$ cat src/rtl/div_sched.sv
// div_sched: sequences a multi-cycle divider on behalf of the EX stage.
//
// Accepts a divide request from EX, latches the operands and holds a start level
// to the divider. It collects the {remainder, quotient} result and presents it to
// EX until EX is no longer stalled. Flushes and timeouts abort the divider with a
// one-cycle annul pulse.
//
// Ports:
//   clk, rst        - clock, asynchronous active-high reset
//   req_i           - EX holds a divide instruction
//   signed_i        - 1 = signed divide
//   opdata1_i/2_i   - dividend / divisor
//   annul_i         - pipeline flush, discard the current divide
//   hold_i          - EX stalled by a later stage, keep the result
//   div_result_i    - divider result {remainder, quotient}
//   div_ready_i     - divider result valid
//   div_start_o     - start level to the divider, held while busy
//   div_annul_o     - one-cycle abort pulse to the divider
//   div_signed_o    - latched signed_i
//   div_opdata1_o/2 - latched operands
//   result_o        - {hi = remainder, lo = quotient}
//   result_valid_o  - result_o valid
//   stall_req_o     - stall request (combinational)
//   dz_o            - last completed divide had a zero divisor
//   timeout_o       - last completed divide ran out of cycle budget
module div_sched #(
    parameter int unsigned MAX_CYCLES = 40,
    parameter bit          DZ_FAST    = 1'b1
) (
    input  logic        clk,
    input  logic        rst,
    input  logic        req_i,
    input  logic        signed_i,
    input  logic [31:0] opdata1_i,
    input  logic [31:0] opdata2_i,
    input  logic        annul_i,
    input  logic        hold_i,
    input  logic [63:0] div_result_i,
    input  logic        div_ready_i,
    output logic        div_start_o,
    output logic        div_annul_o,
    output logic        div_signed_o,
    output logic [31:0] div_opdata1_o,
    output logic [31:0] div_opdata2_o,
    output logic [63:0] result_o,
    output logic        result_valid_o,
    output logic        stall_req_o,
    output logic        dz_o,
    output logic        timeout_o
);

    typedef enum logic [1:0] {StIdle, StBusy, StDone} state_t;

    localparam logic [7:0] CntLast = 8'(MAX_CYCLES - 1);

    state_t     state_q;
    logic [7:0] cnt_q;

    // Stall is the only combinational output: it must rise in the accept cycle.
    always_comb begin
        stall_req_o = 1'b0;
        unique case (state_q)
            StIdle:  stall_req_o = req_i & ~annul_i;
            StBusy:  stall_req_o = 1'b1;
            default: stall_req_o = 1'b0;
        endcase
    end

    always_ff @(posedge clk or posedge rst) begin
        if (rst) begin
            state_q        <= StIdle;
            cnt_q          <= 8'd0;
            div_start_o    <= 1'b0;
            div_annul_o    <= 1'b0;
            div_signed_o   <= 1'b0;
            div_opdata1_o  <= 32'd0;
            div_opdata2_o  <= 32'd0;
            result_o       <= 64'd0;
            result_valid_o <= 1'b0;
            dz_o           <= 1'b0;
            timeout_o      <= 1'b0;
        end else begin
            div_annul_o <= 1'b0;
            unique case (state_q)
                StIdle: begin
                    if (req_i && !annul_i) begin
                        div_signed_o  <= signed_i;
                        div_opdata1_o <= opdata1_i;
                        div_opdata2_o <= opdata2_i;
                        timeout_o     <= 1'b0;
                        if (DZ_FAST && opdata2_i == 32'd0) begin
                            // Zero divisor short-cut: never wake the divider.
                            state_q        <= StDone;
                            result_o       <= 64'd0;
                            result_valid_o <= 1'b1;
                            dz_o           <= 1'b1;
                        end else begin
                            state_q     <= StBusy;
                            cnt_q       <= 8'd0;
                            dz_o        <= 1'b0;
                            div_start_o <= 1'b1;
                        end
                    end
                end
                StBusy: begin
                    cnt_q <= cnt_q + 8'd1;
                    // Flush wins over a coincident ready; the result is dropped.
                    if (annul_i || !req_i) begin
                        state_q     <= StIdle;
                        div_start_o <= 1'b0;
                        div_annul_o <= 1'b1;
                    end else if (div_ready_i) begin
                        state_q        <= StDone;
                        div_start_o    <= 1'b0;
                        result_o       <= div_result_i;
                        result_valid_o <= 1'b1;
                    end else if (cnt_q == CntLast) begin
                        state_q        <= StDone;
                        div_start_o    <= 1'b0;
                        div_annul_o    <= 1'b1;
                        result_o       <= 64'd0;
                        result_valid_o <= 1'b1;
                        timeout_o      <= 1'b1;
                    end
                end
                StDone: begin
                    // No new request is taken here; it waits for the next IDLE cycle.
                    if (!hold_i || annul_i) begin
                        state_q        <= StIdle;
                        result_valid_o <= 1'b0;
                    end
                end
                default: begin
                    state_q     <= StIdle;
                    div_start_o <= 1'b0;
                end
            endcase
        end
    end

endmodule
$ cat config.mk
export PLATFORM = sky130hd
export DESIGN_NAME = div_sched
export DESIGN_NICKNAME = d
export VERILOG_FILES = /design/src/rtl/div_sched.sv
export SDC_FILE = /design/constraint.sdc
export NUM_CORES = 1
export LEC_CHECK = 0
export ABC_AREA = 1
export ABC_CLOCK_PERIOD_IN_PS = 8600
export CAP_MARGIN = 20
export CORE_AREA = 2 2 77 152
export CTS_BUF_LIST = sky130_fd_sc_hd__clkbuf_16
export CTS_CLUSTER_SIZE = 12
export DETAILED_ROUTE_END_ITERATION = 7
export DIE_AREA = 0 0 79 154
export DONT_BUFFER_PORTS = 1
export PLACE_DENSITY = 0.74
export SETUP_SLACK_MARGIN = 0.2
export SLEW_MARGIN = 20
export SYNTH_ARGS = -nofsm -noshare
export SYNTH_HDL_FRONTEND = slang
export SYNTH_SLANG_ARGS = --single-unit
export TNS_END_PERCENT = 50
$ cat constraint.sdc
create_clock -name clk -period 8.6 [get_ports clk]
set_input_delay 1.72 -clock clk [delete_from_list [all_inputs] [get_ports clk]]
set_output_delay 1.72 -clock clk [all_outputs]
set_load 0.05 [all_outputs]
==> run_results.csv <==
group,metric,value,unit
status,status,"finished, final reports clean",
global_routing,grt_pass1_vias,4978,
synthesis,synth-main-ff-cell,"dfrtp_1",
drt,drt-pass1-iter-count,5,
global_routing,grt_pass1_wl,24800,um
worst_setup_path,cp.arrival,3.44,ns
worst_setup_path,cp_data_required_time,6.88,ns
clock_network,clk_pin_slew_worst_paths,0.06,ns
clock_network,cts_made_buffers,17,
global_routing,grt_overflow,0,
floorplanning,die_x,79,um
worst_setup_path,worstSetupEndpointType,"output pin",
power,cellPowerDensity,339,nW/um2
worst_setup_path,crit_type,"input port to output pin",
clock_network,cts_root_buf,"clkbuf_16",
cells_and_area,final_area,7010,um2
global_routing,grt_usage,0.260,
cells_and_area,drive_above_1_share,0.0571,
synthesis,synth-seq-cells,144,
drt,wl_per_cell,16.5,um
worst_setup_path,crit_start,"annul_i",
synthesis,synthCells,835,
global_routing,antenna_found_initial,0,
worst_setup_path,r2r_end,"result_o[2]",
sta,finClkSkew,0.0124,ns
floorplanning,die_h,154,um
worst_setup_path,ff2ff_path_depth,11,
sta,fin_setup_tns,0,ns
worst_setup_path,r2r_start,"cnt_q[0]",
sta,drv_slew,0,
sta,rsz0062_at_grt,"false",
place,dp_hpwl,10900,um
clock_network,cts_sinks,144,
floorplanning,num_io_pins,270,
worst_setup_path,cp-endpoint,"stall_req_o",
clock_network,hold_buffers,0,
sta,relSlewSlack,0.415,
power,leakagePower,3.80,nW
place,numPortBuffers,0,
sta,fmax,194,MHz
cells_and_area,synthToLayoutAreaGrowth,8.58,%
synthesis,synth-edff-count,0,
drt,dr.first_iter.drc_count,307,
drt,post-route-drc-count,0,
cells_and_area,num-nets-final,946,
clock_network,cts_tree,"yes",
min_path,hp-class,"flop to flop",
sta,setup_viol,0,
place,dpl_cell_area,6390,um2
synthesis,netlist_area,6460,um2
cells_and_area,fin_cells,963,
drt,antenna_left,0,
worst_setup_path,rrSetupSlack,5.27,ns
cells_and_area,fill_cells,949,
clock_network,postCtsSetupRepairBufs,0,
sta,worst_pin_slew,0.877,ns
global_routing,grt_max_degree,92,
synthesis,async_flop_share,1.00,
floorplanning,start_util,0.590,
clock_network,clk_latency,0.41,ns
synthesis,ys_seq_area_frac,0.558,
cells_and_area,fin_util,0.641,
floorplanning,core_region_area,10900,um2
synthesis,syn_avg_cell_area,7.73,um2
cells_and_area,diodes,0,
synthesis,synth_cell_types,24,
drt,drt-total-wl,15900,um
power,peakVddDrop,0.186,mV
sta,finalHoldViolations,0,
floorplanning,std_cell_rows,54,
place,dp.cells,931,
worst_setup_path,path_max_fanout,68,
clock_network,cts_max_level,4,
synthesis,ys_warn_count,0,
worst_setup_path,startpoint_type,"input port",
floorplanning,die_area,12200,um2
drt,num_vias,5222,
place,routabilityCongestion,0.877,
sta,post-route-period-util,0.601,
synthesis,syn-num-nets,971,
flow_run,cap_violations,0,
clock_network,clk_path_buf_depth,2,
sta,min_period,5.16,ns
drt,viasPerCell,5.42,
clock_network,cts_resized,0,
registers in the layout (all words and copies together) (netlist names), 2 cells and up:
name	count
result_o	64
div_opdata2_o	32
cnt_q	8
state_q	2
div_opdata1_o	32
final cells by class:
class,instances,area (um2),area share
clock inverter,15,185,0.0264
inverter,17,70.1,0.00999
clock buffer,17,425,0.0607
tap,140,175,0.0250
timing repair buffer,5,37.5,0.00535
sequential,144,3600,0.514
multi-input combinational,625,2510,0.359
critical path, stage by stage:
cell,delay (ns)
inv_2,0.02
nand2_1,0.18
nor2_4,0.06
buf_4,0.32
inv_2,0.10
buf_4,0.52
nand2_1,0.51
synth_stat cells, types with 2 or more instances:
library cell  instances  area, um2
inv_2                 3       11.3
clkbuf_1             14       52.6
buf_4                11       82.6
nor2_1               97        364
o21ai_0               6       30.0
dfrtp_1             144       3600
buf_6                 5       56.3
a21oi_1               3       15.0
buf_1                 3       11.3
o21a_1                2       15.0
buf_2                15       75.1
nand3_1              74        370
o21ai_1               2       10.0
nor2_2                2       12.5
inv_1                14       52.6
nand3b_1              3       22.5
nand2_1             430       1610
worst min path at each step:
stage,from,to,cells after the start
2_1_floorplan,cnt_q[4],cnt_q[4],2
4_1_cts,cnt_q[4],cnt_q[4],2
6_report,cnt_q[4],cnt_q[4],2
3_5_place_dp,cnt_q[4],cnt_q[4],2
5_1_grt,cnt_q[4],cnt_q[4],2
3_3_place_gp,cnt_q[1],cnt_q[1],2
routing by layer:
metal  up-vias  GRT usage  wire [um]
met5         -          0          0
met4         0      0.118        374
met3        26     0.0957       1550
met2       246      0.429       8380
met1      2434      0.298       5550
li1       2516          -          -
cells by family after synthesis:
family,synth area share
and+or+nand+nor,0.374
AOI/OAI and AO/OA,0.0118
buffers and inverters,0.0541
adders and majority gates,0.00194
DFF,0.558
per-stage QoR:
stage               power [mW]  hold slack (ns)  worst slack, ns
detailed placement        1.64            0.488             3.42
finish                    2.38            0.499             3.44
CTS                       2.40            0.501             3.41
global placement          1.62            0.480             3.47
floorplan                 1.57            0.464             3.01
global route              2.48            0.518             3.23
cells in the final DEF, fill, tap and decap left out:
cell type / n
nand3_1: 74
ha_1: 1
inv_8: 1
nor3_2: 1
or2_2: 1
o21ai_0: 6
inv_1: 13
inv_6: 4
bufinv_16: 3
nor2_2: 1
a21oi_1: 3
a31oi_1: 1
dfrtp_1: 144
clkbuf_16: 17
buf_4: 5
nand3b_1: 3
nand2_1: 430
nand2_4: 1
clkinv_2: 1
clkinvlp_4: 2
o21ai_1: 2
nor2_1: 97
nand3_2: 1
nor2_4: 1
clkinv_4: 4
o21a_1: 2
inv_2: 4
report_power, final:
group | switching, mW | total, mW | internal [mW]
combinational | 0.205 | 0.284 | 0.0791
sequential | 0.542 | 1.34 | 0.799
clock | 0.292 | 0.752 | 0.460
total | 1.04 | 2.38 | 1.34
No activity file was read; power rests on OpenSTA's default activity.
